**config.mk**
```make
export PLATFORM = sky130hd
export DESIGN_NAME = axi4_burst_reader_flat
export DESIGN_NICKNAME = d
export VERILOG_FILES = /design/src/rtl/axi4_burst_reader_if.sv /design/src/rtl/axi4_burst_reader.sv /design/src/flat_wrapper.sv
export SDC_FILE = /design/constraint.sdc
export NUM_CORES = 1
export LEC_CHECK = 0
export CORE_UTILIZATION = 48
export CTS_BUF_LIST = sky130_fd_sc_hd__clkbuf_8
export CTS_CLUSTER_DIAMETER = 100
export DETAILED_ROUTE_END_ITERATION = 6
export HOLD_SLACK_MARGIN = 0.05
export PLACE_DENSITY_LB_ADDON = 0.2
export SETUP_SLACK_MARGIN = 0.15
export SYNTH_ARGS = -nofsm -noshare
export SYNTH_HDL_FRONTEND = slang
export SYNTH_SLANG_ARGS = --single-unit
```
**constraint.sdc**
```tcl
create_clock -name clk -period 10.52 [get_ports clk]
set_input_delay 2.104 -clock clk [delete_from_list [all_inputs] [get_ports clk]]
set_output_delay 2.104 -clock clk [all_outputs]
set_load 0.01 [all_outputs]
```
**src/rtl/axi4_burst_reader_if.sv**
```systemverilog
// -----------------------------------------------------------------------------
// axi4_burst_reader_if
// AXI4 read-address (AR) and read-data (R) channel bundle used by the burst
// reader. Only the subset of AR/R signals the reader needs is carried.
//
// Signals:
//   m_axi_araddr   burst start byte address
//   m_axi_arlen    beats - 1
//   m_axi_arsize   bytes per beat (log2)
//   m_axi_arburst  burst type
//   m_axi_arvalid / m_axi_arready   AR handshake
//   m_axi_rdata    read data
//   m_axi_rresp    read response
//   m_axi_rlast    last beat of burst
//   m_axi_rvalid / m_axi_rready     R handshake
//
// Modports: master (the reader), slave (the memory / bench model).
// -----------------------------------------------------------------------------
interface axi4_burst_reader_if #(
  parameter int ADDR_WIDTH = 32,
  parameter int DATA_WIDTH = 32
);
  logic [ADDR_WIDTH-1:0] m_axi_araddr;
  logic [7:0]            m_axi_arlen;
  logic [2:0]            m_axi_arsize;
  logic [1:0]            m_axi_arburst;
  logic                  m_axi_arvalid;
  logic                  m_axi_arready;
  logic [DATA_WIDTH-1:0] m_axi_rdata;
  logic [1:0]            m_axi_rresp;
  logic                  m_axi_rlast;
  logic                  m_axi_rvalid;
  logic                  m_axi_rready;

  modport master (
    output m_axi_araddr, m_axi_arlen, m_axi_arsize, m_axi_arburst,
           m_axi_arvalid, m_axi_rready,
    input  m_axi_arready, m_axi_rdata, m_axi_rresp, m_axi_rlast, m_axi_rvalid
  );

  modport slave (
    input  m_axi_araddr, m_axi_arlen, m_axi_arsize, m_axi_arburst,
           m_axi_arvalid, m_axi_rready,
    output m_axi_arready, m_axi_rdata, m_axi_rresp, m_axi_rlast, m_axi_rvalid
  );
endinterface

```
**src/rtl/axi4_burst_reader.sv**
```systemverilog
// -----------------------------------------------------------------------------
// axi4_burst_reader
// AXI4 read-only burst master. Fetches i_num_words contiguous 32-bit words
// starting at i_src_addr and writes them to consecutive BRAM word addresses
// starting at i_bram_base. Bursts never cross a 4 KB boundary and never
// exceed MAX_BURST_LEN beats; one burst is outstanding at a time.
//
// Ports:
//   clk, resetn                 clock, asynchronous active-low reset
//   i_start                     one-cycle request, sampled only when idle
//   i_src_addr                  source byte address (bits [1:0] ignored)
//   i_num_words                 number of words to move (0 = no traffic)
//   i_bram_base                 first BRAM word address
//   o_busy, o_done, o_error     status: busy level, done pulse, sticky error
//   axi (master modport)        AR / R channels
//   o_bram_addr/_din/_we        registered BRAM write port
// -----------------------------------------------------------------------------
module axi4_burst_reader #(
  parameter int ADDR_WIDTH         = 32,
  parameter int DATA_WIDTH         = 32,
  parameter int MAX_BURST_LEN      = 16,
  parameter int LEN_WIDTH          = 16,
  parameter int BRAM_ADDRESS_WIDTH = 16
) (
  input  logic                          clk,
  input  logic                          resetn,
  input  logic                          i_start,
  input  logic [ADDR_WIDTH-1:0]         i_src_addr,
  input  logic [LEN_WIDTH-1:0]          i_num_words,
  input  logic [BRAM_ADDRESS_WIDTH-1:0] i_bram_base,
  output logic                          o_busy,
  output logic                          o_done,
  output logic                          o_error,
  axi4_burst_reader_if.master           axi,
  output logic [BRAM_ADDRESS_WIDTH-1:0] o_bram_addr,
  output logic [DATA_WIDTH-1:0]         o_bram_din,
  output logic                          o_bram_we
);

  typedef enum logic [1:0] {IDLE, ADDR, DATA, DONE} state_t;

  state_t                        state_reg, state_next;
  logic [ADDR_WIDTH-1:0]         addr_reg;
  logic [LEN_WIDTH-1:0]          remaining_reg;
  logic [BRAM_ADDRESS_WIDTH-1:0] bram_ptr_reg;
  logic [7:0]                    arlen_reg;
  logic [7:0]                    beat_idx_reg;
  logic                          error_reg;
  logic                          bram_we_reg;
  logic [BRAM_ADDRESS_WIDTH-1:0] bram_addr_reg;
  logic [DATA_WIDTH-1:0]         bram_din_reg;

  // Burst sizing for the pending address: min(remaining, max burst, words
  // left before the next 4 KB page). addr_reg[11:2] is at most 1023, so
  // the boundary distance is always 1..1024 words and never zero.
  logic [31:0] words_to_boundary;
  logic [31:0] burst_cap;
  logic [7:0]  burst_arlen;

  always_comb begin
    words_to_boundary = 32'(11'h400 - {1'b0, addr_reg[11:2]});
    burst_cap         = 32'(MAX_BURST_LEN);
    if (32'(remaining_reg) < burst_cap) begin
      burst_cap = 32'(remaining_reg);
    end
    if (words_to_boundary < burst_cap) begin
      burst_cap = words_to_boundary;
    end
    burst_arlen = 8'(burst_cap - 32'd1);
  end

  // Burst termination is decided by the beat counter alone; rlast is only
  // cross-checked for the error flag.
  logic                 burst_end;
  logic [8:0]           burst_beats;
  logic [LEN_WIDTH-1:0] remaining_after;

  assign burst_end       = (beat_idx_reg == arlen_reg);
  assign burst_beats     = {1'b0, arlen_reg} + 9'd1;
  assign remaining_after = remaining_reg - LEN_WIDTH'(burst_beats);

  // State register
  always_ff @(posedge clk or negedge resetn) begin
    if (!resetn) begin
      state_reg <= IDLE;
    end else begin
      state_reg <= state_next;
    end
  end

  // Next-state logic
  always_comb begin
    state_next = state_reg;
    case (state_reg)
      IDLE: begin
        if (i_start) begin
          state_next = (i_num_words == '0) ? DONE : ADDR;
        end
      end
      ADDR: begin
        if (axi.m_axi_arready) begin
          state_next = DATA;
        end
      end
      DATA: begin
        if (axi.m_axi_rvalid && burst_end) begin
          state_next = (remaining_after != '0) ? ADDR : DONE;
        end
      end
      DONE:    state_next = IDLE;
      default: state_next = IDLE;
    endcase
  end

  // Datapath
  always_ff @(posedge clk or negedge resetn) begin
    if (!resetn) begin
      addr_reg      <= '0;
      remaining_reg <= '0;
      bram_ptr_reg  <= '0;
      arlen_reg     <= '0;
      beat_idx_reg  <= '0;
      error_reg     <= 1'b0;
      bram_we_reg   <= 1'b0;
      bram_addr_reg <= '0;
      bram_din_reg  <= '0;
    end else begin
      bram_we_reg <= 1'b0;
      case (state_reg)
        IDLE: begin
          if (i_start) begin
            addr_reg      <= i_src_addr & ~ADDR_WIDTH'(3);
            remaining_reg <= i_num_words;
            bram_ptr_reg  <= i_bram_base;
            error_reg     <= 1'b0;
          end
        end
        ADDR: begin
          if (axi.m_axi_arready) begin
            arlen_reg    <= burst_arlen;
            beat_idx_reg <= '0;
          end
        end
        DATA: begin
          if (axi.m_axi_rvalid) begin
            bram_we_reg   <= 1'b1;
            bram_addr_reg <= bram_ptr_reg;
            bram_din_reg  <= axi.m_axi_rdata;
            bram_ptr_reg  <= bram_ptr_reg + 1'b1;
            beat_idx_reg  <= beat_idx_reg + 8'd1;
            if ((axi.m_axi_rresp != 2'b00) || (axi.m_axi_rlast != burst_end)) begin
              error_reg <= 1'b1;
            end
            if (burst_end) begin
              addr_reg      <= addr_reg + ADDR_WIDTH'({burst_beats, 2'b00});
              remaining_reg <= remaining_after;
            end
          end
        end
        default: ;
      endcase
    end
  end

  // While arvalid is up, arlen is the live sizing result; the inputs to it
  // are frozen in ADDR, so it stays stable until the handshake.
  assign axi.m_axi_araddr  = addr_reg;
  assign axi.m_axi_arlen   = (state_reg == ADDR) ? burst_arlen : arlen_reg;
  assign axi.m_axi_arsize  = 3'b010;
  assign axi.m_axi_arburst = 2'b01;
  assign axi.m_axi_arvalid = (state_reg == ADDR);
  assign axi.m_axi_rready  = (state_reg == DATA);

  assign o_busy      = (state_reg != IDLE);
  assign o_done      = (state_reg == DONE);
  assign o_error     = error_reg;
  assign o_bram_we   = bram_we_reg;
  assign o_bram_addr = bram_addr_reg;
  assign o_bram_din  = bram_din_reg;

endmodule

```
**src/flat_wrapper.sv**
```systemverilog
// flat-port wrapper written by rule: the top's interface ports become plain ports
module axi4_burst_reader_flat 
#(
  parameter int ADDR_WIDTH         = 32,
  parameter int DATA_WIDTH         = 32,
  parameter int MAX_BURST_LEN      = 16,
  parameter int LEN_WIDTH          = 16,
  parameter int BRAM_ADDRESS_WIDTH = 16
)
  (clk, resetn, i_start, i_src_addr, i_num_words, i_bram_base, o_busy, o_done, o_error, o_bram_addr, o_bram_din, o_bram_we, axi_m_axi_araddr, axi_m_axi_arlen, axi_m_axi_arsize, axi_m_axi_arburst, axi_m_axi_arvalid, axi_m_axi_rready, axi_m_axi_arready, axi_m_axi_rdata, axi_m_axi_rresp, axi_m_axi_rlast, axi_m_axi_rvalid);
  axi4_burst_reader_if #(.ADDR_WIDTH(ADDR_WIDTH), .DATA_WIDTH(DATA_WIDTH)) axi_i ();
  input  logic clk;
  input  logic resetn;
  input  logic i_start;
  input  logic [ADDR_WIDTH-1:0] i_src_addr;
  input  logic [LEN_WIDTH-1:0] i_num_words;
  input  logic [BRAM_ADDRESS_WIDTH-1:0] i_bram_base;
  output logic o_busy;
  output logic o_done;
  output logic o_error;
  output logic [BRAM_ADDRESS_WIDTH-1:0] o_bram_addr;
  output logic [DATA_WIDTH-1:0] o_bram_din;
  output logic o_bram_we;
  output wire logic [$bits(axi_i.m_axi_araddr)-1:0] axi_m_axi_araddr;
  output wire logic [$bits(axi_i.m_axi_arlen)-1:0] axi_m_axi_arlen;
  output wire logic [$bits(axi_i.m_axi_arsize)-1:0] axi_m_axi_arsize;
  output wire logic [$bits(axi_i.m_axi_arburst)-1:0] axi_m_axi_arburst;
  output wire logic [$bits(axi_i.m_axi_arvalid)-1:0] axi_m_axi_arvalid;
  output wire logic [$bits(axi_i.m_axi_rready)-1:0] axi_m_axi_rready;
  input wire logic [$bits(axi_i.m_axi_arready)-1:0] axi_m_axi_arready;
  input wire logic [$bits(axi_i.m_axi_rdata)-1:0] axi_m_axi_rdata;
  input wire logic [$bits(axi_i.m_axi_rresp)-1:0] axi_m_axi_rresp;
  input wire logic [$bits(axi_i.m_axi_rlast)-1:0] axi_m_axi_rlast;
  input wire logic [$bits(axi_i.m_axi_rvalid)-1:0] axi_m_axi_rvalid;
  assign axi_m_axi_araddr = axi_i.m_axi_araddr;
  assign axi_m_axi_arlen = axi_i.m_axi_arlen;
  assign axi_m_axi_arsize = axi_i.m_axi_arsize;
  assign axi_m_axi_arburst = axi_i.m_axi_arburst;
  assign axi_m_axi_arvalid = axi_i.m_axi_arvalid;
  assign axi_m_axi_rready = axi_i.m_axi_rready;
  assign axi_i.m_axi_arready = axi_m_axi_arready;
  assign axi_i.m_axi_rdata = axi_m_axi_rdata;
  assign axi_i.m_axi_rresp = axi_m_axi_rresp;
  assign axi_i.m_axi_rlast = axi_m_axi_rlast;
  assign axi_i.m_axi_rvalid = axi_m_axi_rvalid;
  axi4_burst_reader #(.ADDR_WIDTH(ADDR_WIDTH), .DATA_WIDTH(DATA_WIDTH), .MAX_BURST_LEN(MAX_BURST_LEN), .LEN_WIDTH(LEN_WIDTH), .BRAM_ADDRESS_WIDTH(BRAM_ADDRESS_WIDTH)) u_core (.clk(clk), .resetn(resetn), .i_start(i_start), .i_src_addr(i_src_addr), .i_num_words(i_num_words), .i_bram_base(i_bram_base), .o_busy(o_busy), .o_done(o_done), .o_error(o_error), .axi(axi_i), .o_bram_addr(o_bram_addr), .o_bram_din(o_bram_din), .o_bram_we(o_bram_we));
endmodule
```
[Word-level counts from Yosys, hierarchy flattened]
Index checks and enable logic that the tools add are counted.
Storage, ports and cells
  register bits after elaboration: 132
  output and inout bits: 99
  logic and storage cells: 75
Operators by class
  magnitude comparators: 2
  reductions and logical operators: 16
  mux-type cells: 29
  eq/ne operators: 11
  $add $sub $neg: 7
Operators with widths (count)
  two-way mux 16 bit: 6
  two-way mux 32 bit: 3
  one-hot mux 16 bit (2 select lines): 2
  one-hot mux 32 bit (2 select lines): 1
  adder 32 x 11 -> 32 bit: 1
  < comparator 32 x 16 -> 1 bit: 1
  two-way mux 8 bit: 4
  adder 16 x 1 -> 16 bit, second input constant: 1
  logical NOT 16 bit: 1
  < comparator 16 x 5 -> 1 bit, second input constant: 1
  one-hot mux 8 bit (2 select lines): 1
  nonzero test 16 bit: 1
  subtractor 16 x 9 -> 16 bit: 1
  subtractor 11 x 10 -> 12 bit, first input constant: 1
  two-way mux 2 bit: 5
  inequality test 2 x 1 -> 1 bit, second input constant: 5
  adder 8 x 1 -> 9 bit, second input constant: 1
  AND reduction 3 bit: 3
  adder 8 x 1 -> 8 bit, second input constant: 1
  equality test 8 bit: 1
  one-hot mux 2 bit (4 select lines): 1
  AND reduction 4 bit: 2
  nonzero test 2 bit: 4
  subtractor 8 x 1 -> 8 bit, second input constant: 1
  10 further kinds: 16

[Longest topological paths before layout]
Gate-level depths: netlist (run 1).
  word-level depth: 6
  mapped depth: 22

[Worst setup path after synthesis (run 1)]
No wires, ideal clock.
  path type: register to output
  start: register u_core.addr_reg[2] (netlist: u_core.axi.m_axi_araddr[2])
  end: output port axi_m_axi_arlen[6]
  data arrival time: 4.106 ns
  data required time: 8.416 ns
  stages on the path, launching flop included: 23
  slack: 4.310 ns
  buffers on the path: 4
  cells stage by stage: dfrtp_1 clkbuf_1 inv_1 ha_1 nor2b_1 nand2_1 nor3_1 xnor2_1 ha_1 and3_1 buf_2 and3_1 a21bo_2 a21o_1 buf_6 mux2i_1 inv_1 ha_1 clkbuf_1 a41oi_1 a2bb2oi_2 mux2i_1 nand3_1
On the way
  longest elaborated chain between the ends: 5
Ends and longest elaborated chain
  start, declared: line axi4_burst_reader.sv:43  | logic [ADDR_WIDTH-1:0] addr_reg;
  start signal, assigned: line axi4_burst_reader.sv:132  | addr_reg <= i_src_addr & ~ADDR_WIDTH'(3);
  start signal, assigned: line axi4_burst_reader.sv:155  | addr_reg <= addr_reg + ADDR_WIDTH'({burst_beats, 2'b00});
  subtractor 11 x 10 -> 12 bit (*): line axi4_burst_reader.sv:61  | words_to_boundary = 32'(11'h400 - {1'b0, addr_reg[11:2]});
  < comparator 32 x 16 -> 1 bit: line axi4_burst_reader.sv:66  | if (words_to_boundary < burst_cap) begin
  two-way mux 8 bit (*): line axi4_burst_reader.sv:66
  subtractor 8 x 1 -> 8 bit (*): line axi4_burst_reader.sv:69  | burst_arlen = 8'(burst_cap - 32'd1);
  two-way mux 8 bit (*): line axi4_burst_reader.sv:168  | assign axi.m_axi_arlen = (state_reg == ADDR) ? burst_arlen : arlen_reg;
  end, declared: line flat_wrapper.sv:25  | output wire logic [$bits(axi_i.m_axi_arlen)-1:0] axi_m_axi_arlen;
Every way passes the cells marked *; elsewhere a longest branch is shown, timed or not.

[Worst setup path in the final report (run 1)]
Same ends and word-level chain as after synthesis.

==> results of run 1 <==
-- cell usage in the layout (no fill, tap or decap), drive strengths merged, types with 7 or more instances in the layout --
| master | instances |
|---|---|
| xor2 | 13 |
| ha | 33 |
| and3 | 15 |
| a2bb2oi | 9 |
| dfrtp | 130 |
| nor3 | 29 |
| a21oi | 65 |
| a211oi | 10 |
| nor4 | 14 |
| clkbuf | 18 |
| o21a | 11 |
| clkdlybuf4s50 | 192 |
| or4 | 8 |
| o22ai | 11 |
| nand4 | 21 |
| buf | 10 |
| and2 | 9 |
| nand2 | 227 |
| nand3 | 39 |
| inv | 41 |
| o21ai | 63 |
| o31ai | 8 |
| nor2 | 73 |
| o211ai | 12 |
| conb | 13 |
| or3 | 7 |
| a21o | 13 |
| a31oi | 14 |
| mux2i | 12 |
| xnor2 | 24 |
-- layer usage --
metal	wire [µm]	share of wire, %	track usage (%)	vias up
li1	-	-	-	4045
met1	11100	45	38.1	3934
met2	11500	46	43.2	291
met4	613	2.5	8.99	2
met5	13	0.053	0	-
met3	1480	6.0	5.33	41
-- power by group through the flow --
stage	Combinational, mW	Clock [mW]	Sequential [mW]
global placement	2.05	0	1.01
finish	2.10	0.431	1.01
global route	2.33	0.460	1.05
CTS	2.10	0.438	1.01
detailed placement	2.08	0	1.01
floorplan	1.35	0	0.984
-- critical path, delay by kind of cell (launching register included) --
kind,cells,cell delay [ns]
adders and majority gates,3,0.89
xor gates and xnor gates,1,0.10
buffers and inverters,3,0.72
muxes,2,0.60
DFF,1,0.50
AOI/OAI and AO/OA,4,1.02
and+or+nand+nor,6,1.23
-- per-stage QoR --
stage	power [mW]	setup WS [ns]	hold slack [ns]	instances	area [µm²]
4_1_cts	3.54	2.92	0.481	1449	11000
3_5_place_dp	3.10	3.43	0.461	1417	10600
2_1_floorplan	2.33	4.31	0.453	1059	8640
6_report	3.54	2.90	0.479	1450	11000
3_3_place_gp	3.06	3.51	0.457	1417	10600
5_1_grt	3.84	2.43	0.494	1450	11000
-- Yosys cell counts (15+ instances only) --
master	n
a21oi_1	63
clkbuf_1	37
dfrtp_1	130
ha_1	33
inv_1	29
nand2_1	225
nand3_1	38
nand4_1	20
nor2_1	71
nor3_1	25
o21ai_0	47
o21ai_1	15
xnor2_1	24
-- worst min path at each step --
stage	start	to	slack, ns	cells after the start
2_1_floorplan	u_core.bram_ptr_reg[6]$_DFFE_PN0P_	u_core.o_bram_addr[6]$_DFFE_PN0P_	0.45	2
3_3_place_gp	u_core.o_bram_din[10]$_DFFE_PN0P_	u_core.o_bram_din[10]$_DFFE_PN0P_	0.46	2
3_5_place_dp	u_core.o_bram_din[14]$_DFFE_PN0P_	u_core.o_bram_din[14]$_DFFE_PN0P_	0.46	2
4_1_cts	u_core.o_bram_din[14]$_DFFE_PN0P_	u_core.o_bram_din[14]$_DFFE_PN0P_	0.48	2
5_1_grt	u_core.o_bram_din[12]$_DFFE_PN0P_	u_core.o_bram_din[12]$_DFFE_PN0P_	0.49	2
6_report	u_core.o_bram_din[1]$_DFFE_PN0P_	u_core.o_bram_din[1]$_DFFE_PN0P_	0.48	2
-- area by class of cell --
type | instances | area, µm²
Timing Repair Buffer | 202 | 2000
Clock inverter | 14 | 139
Sequential cell | 130 | 3250
Inverter | 32 | 120
Fill cell | 1513 | 6440
Multi-Input combinational cell | 828 | 4930
Antenna cell | 1 | 2.50
Tap cell | 225 | 282
Clock buffer | 18 | 248
-- kinds of logic (layout without fill, tap and decap cells) --
group,after synthesis,in the layout,share of synthesized area (%)
AO/OA/AOI/OAI,260,260,20.1
buffers and inverters,101,266,5.41
multiplexers,12,12,1.40
AND/OR/NAND/NOR,471,471,26.2
adder cells (fa/ha/maj),35,35,5.27
XOR/XNOR,37,37,3.77
other,2,14,0.0873
flip-flops,130,130,37.8
==> flow_summary.ini, run 1 <==
[run_status]
status = finished clean

[timing]
setup_viol = 0
relSlewSlack_pct = 28.6
worstMarginPinSlew_ns = 1.07
hold_viol_final = 0
clock.fmax_ghz = 0.131
post-route-min-period_ns = 7.62
skew_ns = 0.0207
setup_tns_ns = 0
slew_viol_final = 0
post-route-period-util_pct = 72.5
rsz0062_at_grt = no

[worst_setup_path]
critPathMaxStageDelay_ns = 0.50
slowest_stage = dfrtp_1
setup.worst_path.start = u_core.axi.m_axi_araddr[2]$_DFFE_PN0P_
cp.required_ns = 8.42
reg2reg_depth = 18
critPathKind = flip-flop to primary output
cp_data_arrival_time_ns = 5.52
path_cells = inv_1 > ha_1 > nor2b_1 > nand2_1 > nor3_1 > xnor2_1 > ha_1 > and3_1 > and3_1 > a21bo_2 > a21o_1 > mux2i_1 > inv_1 > ha_1 > a41oi_1 > a2bb2oi_2 > mux2i_1 > nand3_1 > clkdlybuf4s50_1
critical_path.endpoint = axi_m_axi_arlen[6]
timing.rr.start = u_core.axi.m_axi_araddr[2]$_DFFE_PN0P_
endpoint_kind = primary output
critPathLaunchType = flip-flop
cpMostUsedCell = ha_1
reg2reg_to = u_core.arlen_reg[6]$_DFFE_PN0P_
crit_fanout = 11
reg2reg_slack_ns = 5.90

[global_route]
grt_overflow = 0
antenna_found_initial = 2
grt_pass1_wl_um = 39700
track_usage_pct = 27.6
grt_max_degree = 91
grt_pass1_vias = 7725

[clocking]
cts_root_buf = clkbuf_8
cts_setup_buffers = 0
cts_tree = yes
cts_resized = 0
cts_max_level = 4
clock_sink_count = 130
clk_pin_slew_ns = 0.08
clk_latency_ns = 0.46
clockBufferDepth = 2
cts-hold-fix-buffers = 0
numCtsBuffers = 17

[synth]
avgSynthCellArea_um2 = 8.20
synthCells = 1048
synth-edff-count = 0
synth.distinct_cells = 92
yosysWarnings = 0
async_reset_ff_share_pct = 100
netlist.area_leader.share_pct = 37.8
synth_area_leaders = dfrtp_1 (38%), nand2_1 (9.8%), ha_1 (4.8%)
ys_seq_area_share_pct = 37.8
synthFlopType = dfrtp_1
synth_top_area_cell = dfrtp_1
ys_seq_elements = 130
synth_area_mm2 = 0.00860

[power]
internal_power_mw = 1.87
clockPowerShare_pct = 12.2
ir_drop_v = 0.000191
seqPwrFrac_pct = 28.6
p_switching_mw = 1.68
p_leak_nw = 4.67
switching_share_pct = 47.3
p_comb_share_pct = 59.3
power_density_mw_per_mm2 = 323

[worst_hold_path]
hold_path_class = flip-flop to flip-flop

[die]
core_area_mm2 = 0.0174
die_area_mm2 = 0.0185
fp.dieW_um = 136
start_util_pct = 49.4
die_h_um = 136
num_rows = 48
num_io_pins = 203

[place]
place_hpwl_um = 17600
gp_congestion = 0.928
numPortBuffers = 193

[drt]
firstDrtPassIters = 5
wirelength_um = 24700
ant_nets = 0
vias = 8313
drtIter0Drc = 578
avgRoutedWirePerCell_um = 17.1
viasPerCell = 5.73
remaining_drc_errors = 0

[flow_run]
drv_cap = 0

[layout]
finish.utilization_pct = 63.0
area_growth_pct = 27.6
largest_register_ffs = 32
final_layout_size_suffix_gt1_share_pct = 6.37
fin_nets = 1350
Power figures use the tool's default switching activity.
==> run 2: changes to the inputs <==
- clock period: 10.52 -> 7.04 ns (I/O delays scaled with it)
==> flow_summary.ini, run 2 (synthesis results as in run 1) <==
[layout]
num_antenna_cells = 0
final_common_cell = nand2_1
fin_nets = 1353
area_growth_pct = 28.2
final_layout_size_suffix_gt1_share_pct = 7.01
largest_register_ffs = 32
finish.utilization_pct = 63.3
mostFrequentLayoutCells = nand2_1 (224), clkdlybuf4s50_1 (192), dfrtp_1 (128)

[worst_setup_path]
critPathMaxStageDelay_ns = 0.55
slowest_stage = clkdlybuf4s50_1
critPathLaunchType = flip-flop
cp_data_arrival_time_ns = 5.11
cp.required_ns = 5.63
cp_top_family = simple AND/OR/NAND/NOR gates
critPathKind = flip-flop to primary output
crit_fanout = 11
endpoint_kind = primary output
path_cells = nor3_2 > nand2_1 > or3_1 > xor2_1 > ha_1 > and4_1 > a221o_1 > a21oi_4 > nor2_1 > a21oi_1 > ha_4 > inv_1 > nor4b_4 > o21bai_1 > mux2i_1 > o21ai_1 > clkdlybuf4s50_1
cp_num_buf_inv = 2

[timing]
setup_tns_ns = 0
rsz0062_at_grt = no
hold_viol_final = 0
worstMarginPinSlew_ns = 1.02
post-route-period-util_pct = 92.6
slew_viol_final = 0
layout_setup_ws_ns = 0.519
skew_ns = 0.0153
relSlewSlack_pct = 32.1
post-route-min-period_ns = 6.52
clock.fmax_ghz = 0.153
whs_ns = 0.476
setup_viol = 0

[die]
die_area_mm2 = 0.0185
num_rows = 48
start_util_pct = 49.4
num_io_pins = 203
core_area_mm2 = 0.0174
fp.dieW_um = 136
die_h_um = 136

[power]
clockPowerShare_pct = 11.9
seqPwrFrac_pct = 28.1
internal_power_mw = 2.81
p_comb_share_pct = 60.0
ir_drop_v = 0.000234
p_switching_mw = 2.55
switching_share_pct = 47.6
power_density_mw_per_mm2 = 486
p_leak_nw = 4.68

[worst_hold_path]
hold_path_class = flip-flop to flip-flop

[drt]
remaining_drc_errors = 0
wirelength_um = 25200
avgRoutedWirePerCell_um = 17.4
ant_nets = 0
firstDrtPassIters = 5
viasPerCell = 5.80
drtIter0Drc = 552
vias = 8417

[global_route]
grt_pass1_wl_um = 39700
grt_overflow = 0
grt_max_degree = 89
antenna_found_initial = 0
grt_pass1_vias = 7641
track_usage_pct = 27.7

[place]
gp_congestion = 0.940
numPortBuffers = 193
place_hpwl_um = 18200
preCtsSetupSlack_ns = 0.726

[flow_run]
drv_cap = 0

[clocking]
cts_tree = yes
cts_max_level = 4
clockBufferDepth = 2
numCtsBuffers = 17
cts-hold-fix-buffers = 0
cts_root_buf = clkbuf_8
clk_pin_slew_ns = 0.09
clock_sink_count = 130
clk_latency_ns = 0.46

[run_status]
status = finished clean
## run 2: changes by cell type in the layout (fill, tap and decap cells not counted), sizes merged
cell,change
buf,+3
clkinv,+1
diode,-1
clkbuf,-1
## run 2: final timing paths
path	start	endpoint	slack, ns	cells past startpoint
setup / recovery	u_core.axi.m_axi_araddr[4]$_DFFE_PN0P_	axi_m_axi_arlen[4]	0.52	17
hold / removal	u_core.o_bram_addr[14]$_DFFE_PN0P_	u_core.o_bram_addr[14]$_DFFE_PN0P_	0.48	2
setup reg to reg	u_core.axi.m_axi_araddr[2]$_DFFE_PN0P_	u_core.arlen_reg[6]$_DFFE_PN0P_	2.77	18
hold reg to reg	u_core.o_bram_addr[14]$_DFFE_PN0P_	u_core.o_bram_addr[14]$_DFFE_PN0P_	0.48	2
max in group asynchronous	resetn	u_core.bram_ptr_reg[4]$_DFFE_PN0P_	4.43	3
min in group asynchronous	resetn	u_core.o_bram_din[24]$_DFFE_PN0P_	0.95	1
## run 2: per-layer routing
metal  part of all wire (%)  GRT usage, %  vias up
met5                      0             0        -
met4                    2.2          8.80        0
met3                    6.5          6.11       43
met2                     47          43.5      303
met1                     44          37.7     4004
li1                       -             -     4067
## run 2: stage by stage
stage                     power, mW  instance area, µm²  instances
after CTS                      5.30               11000       1448
after floorplan                3.49                8640       1059
after detailed placement       4.64               10600       1416
after global routing           5.77               11000       1452
final                          5.36               11000       1452
after global placement         4.58               10600       1416
## run 2: repair_timing
action                                  CTS  global route
endpoints found under the setup margin    0             3
endpoints found under the hold margin     0             0
gates resized for setup                   0             8
buffers inserted                          0             4
## run 2: area by class of cell
class / count / area, µm²
clock inverter: 15 / 148
fill: 1517 / 6390
timing repair buffer: 205 / 2020
sequential: 130 / 3260
clock buffer: 17 / 234
tap: 225 / 282
multi-input combinational: 828 / 4960
inverter: 32 / 120
## run 2: worst reg2reg max path, cell delays in order, from the launching register on
cell	delay, ns
dfrtp_2	0.49
inv_1	0.11
ha_2	0.24
nor2b_1	0.17
nand2_1	0.17
nor3_1	0.22
xnor2_1	0.15
ha_1	0.25
and3_1	0.24
and3_1	0.20
a21bo_2	0.26
a21o_2	0.28
mux2i_1	0.25
inv_1	0.11
ha_4	0.21
a41oi_1	0.22
a2bb2oi_2	0.22
mux2i_1	0.21
nand3_1	0.12
## run 2: power by group through the flow
stage	Combinational, mW	Sequential [mW]	Clock (mW)
floorplan	2.02	1.47	0
detailed placement	3.13	1.51	0
finish	3.21	1.50	0.639
CTS	3.15	1.50	0.651
global placement	3.09	1.49	0
global route	3.53	1.56	0.682
==> run 3: changes to the inputs <==
- CELL_PAD_IN_SITES_DETAIL_PLACEMENT: not set -> 0
- CELL_PAD_IN_SITES_GLOBAL_PLACEMENT: not set -> 1
- CORE_UTILIZATION: 48 -> 38
- GPL_TIMING_DRIVEN: not set -> 0
==> flow_summary.ini, run 3 (synthesis results as in run 1) <==
[worst_hold_path]
hold_end = u_core.o_bram_addr[0]$_DFFE_PN0P_
hold_path_class = flip-flop to flip-flop
hold_depth = 2
worstHoldStart = u_core.o_bram_addr[0]$_DFFE_PN0P_

[clocking]
clockBufferDepth = 2
numCtsBuffers = 17
cts_tree = yes
cts-hold-fix-buffers = 0
clk_pin_slew_ns = 0.08
cts_max_level = 4
clock_sink_count = 130
clk_latency_ns = 0.47
cts_root_buf = clkbuf_8

[drt]
avgRoutedWirePerCell_um = 19.5
drtIter0Drc = 733
firstDrtPassIters = 7
ant_nets = 0
wirelength_um = 30500
vias = 8707
viasPerCell = 5.56
remaining_drc_errors = 9

[place]
numPortBuffers = 193
place_inst = 1533
placed_area_mm2 = 0.0110
preCtsSetupSlack_ns = 0.405
place_hpwl_um = 22700
gp_congestion = 0.944

[worst_setup_path]
crit_fanout = 10
endpoint_kind = primary output
path_cells = buf_2 > inv_2 > ha_4 > nor2b_2 > nand2_2 > nor3_2 > xnor2_1 > ha_1 > and3_1 > buf_2 > and3_1 > a21bo_2 > a21o_1 > buf_6 > mux2i_4 > inv_1 > ha_1 > buf_2 > or4_1 > nand4_1 > clkdlybuf4s50_1
critPathKind = flip-flop to primary output
cp.required_ns = 5.63
cpMostUsedCell = buf_2
critPathMaxStageDelay_ns = 0.55
reg2reg_slack_ns = 2.56
timing.rr.start = u_core.axi.m_axi_araddr[2]$_DFFE_PN0P_
cp_data_arrival_time_ns = 5.17
cp_top_family = simple AND/OR/NAND/NOR gates
critPathLaunchType = flip-flop
slowest_stage = clkdlybuf4s50_1
reg2reg_to = u_core.arlen_reg[6]$_DFFE_PN0P_
reg2reg_depth = 23
cp_num_buf_inv = 7

[layout]
num_antenna_cells = 0
fillers = 2136
fin_nets = 1412
area_growth_pct = 33.0
final_common_cell = nand2_1
mostFrequentLayoutCells = nand2_1 (224), clkdlybuf4s50_1 (192), dfrtp_1 (130)
stdcell_count = 1566
postLayoutCellArea_mm2 = 0.0114
final_layout_size_suffix_gt1_share_pct = 8.01
largest_register_ffs = 32
finish.utilization_pct = 51.9

[die]
start_util_pct = 39.0
core_area_mm2 = 0.0220
die_area_mm2 = 0.0232
num_io_pins = 203
fp.dieW_um = 152
num_rows = 54
die_h_um = 152

[power]
power_density_mw_per_mm2 = 492
p_switching_mw = 2.70
internal_power_mw = 2.93
power_mw = 5.63
p_comb_share_pct = 61.4
seqPwrFrac_pct = 26.2
switching_share_pct = 47.9
p_leak_nw = 4.86
ir_drop_v = 0.000171
clockPowerShare_pct = 12.5

[timing]
hold_viol_final = 0
relSlewSlack_pct = 47.5
setup_tns_ns = 0
clock.fmax_ghz = 0.152
setup_viol = 0
post-route-period-util_pct = 93.5
post-route-min-period_ns = 6.58
whs_ns = 0.478
slew_viol_final = 0
rsz0062_at_grt = no
skew_ns = 0.0210
worstMarginPinSlew_ns = 0.788
layout_setup_ws_ns = 0.461

[global_route]
grt_pass1_wl_um = 48300
grt_pass1_vias = 8375
grt_max_degree = 84
grt_overflow = 0
track_usage_pct = 26.9
antenna_found_initial = 0

[run_status]
status = complete, but fails checks
violations = design-rule violations

[flow_run]
drv_cap = 0
-- run 3: cell types whose count changed in the layout (fill, tap and decap cells not counted), sizes merged --
cell      change
clkbuf       +37
buf          +23
clkinv        +4
inv           -4
clkinvlp      -3
bufinv        +2
-- run 3: area by class of cell --
cell class	instances	area (µm²)	share of cell area (%)
clock inverter	14	179	1.56
multi-input combinational	828	4970	43.5
inverter	32	120	1.05
tap	280	350	3.06
sequential	130	3250	28.4
clock buffer	18	248	2.17
timing repair buffer	195	1970	17.2
buffer	69	348	3.04
-- run 3: power groups by stage --
stage | combinational (mW) | clock, mW | sequential, mW
after floorplan | 2.02 | 0 | 1.47
after global placement | 3.36 | 0 | 1.47
after detailed placement | 3.38 | 0 | 1.47
after CTS | 3.41 | 0.718 | 1.46
after global routing | 3.78 | 0.745 | 1.53
final | 3.45 | 0.702 | 1.47
-- run 3: worst min-delay path, delay by kind of cell (launching register included) --
| family | cells | cell delay (ns) |
|---|---|---|
| DFF | 1 | 0.34 |
| and+or+nand+nor | 2 | 0.11 |
-- run 3: how the worst max path moves through the flow --
stage,cells past startpoint,endpoint,from
floorplan,22,axi_m_axi_arlen[6],u_core.axi.m_axi_araddr[2]$_DFFE_PN0P_
global placement,1,u_core.remaining_reg[13]$_DFFE_PN0P_,resetn
detailed placement,23,axi_m_axi_arlen[6],u_core.axi.m_axi_araddr[2]$_DFFE_PN0P_
CTS,23,axi_m_axi_arlen[6],u_core.axi.m_axi_araddr[2]$_DFFE_PN0P_
global route,23,axi_m_axi_arlen[6],u_core.axi.m_axi_araddr[2]$_DFFE_PN0P_
finish,21,axi_m_axi_arlen[2],u_core.axi.m_axi_araddr[2]$_DFFE_PN0P_
-- run 3: layer usage --
layer / GRT usage (%) / vias to the layer above / wire (µm) / share of wire (%)
met1: 36.7 / 4210 / 13800 / 45
li1: - / 4178 / - / -
met2: 43.2 / 278 / 14100 / 46
met4: 7.98 / 0 / 606 / 2.0
met5: 0 / - / 0 / 0
met3: 5.06 / 41 / 1910 / 6.3
-- run 3: repair_timing --
item | CTS | global route
endpoints found under the hold margin | 0 | 0
setup buffers | 0 | 1
setup endpoints to repair | 3 | 3
pin swaps | 0 | 1
resized for setup | 6 | 8
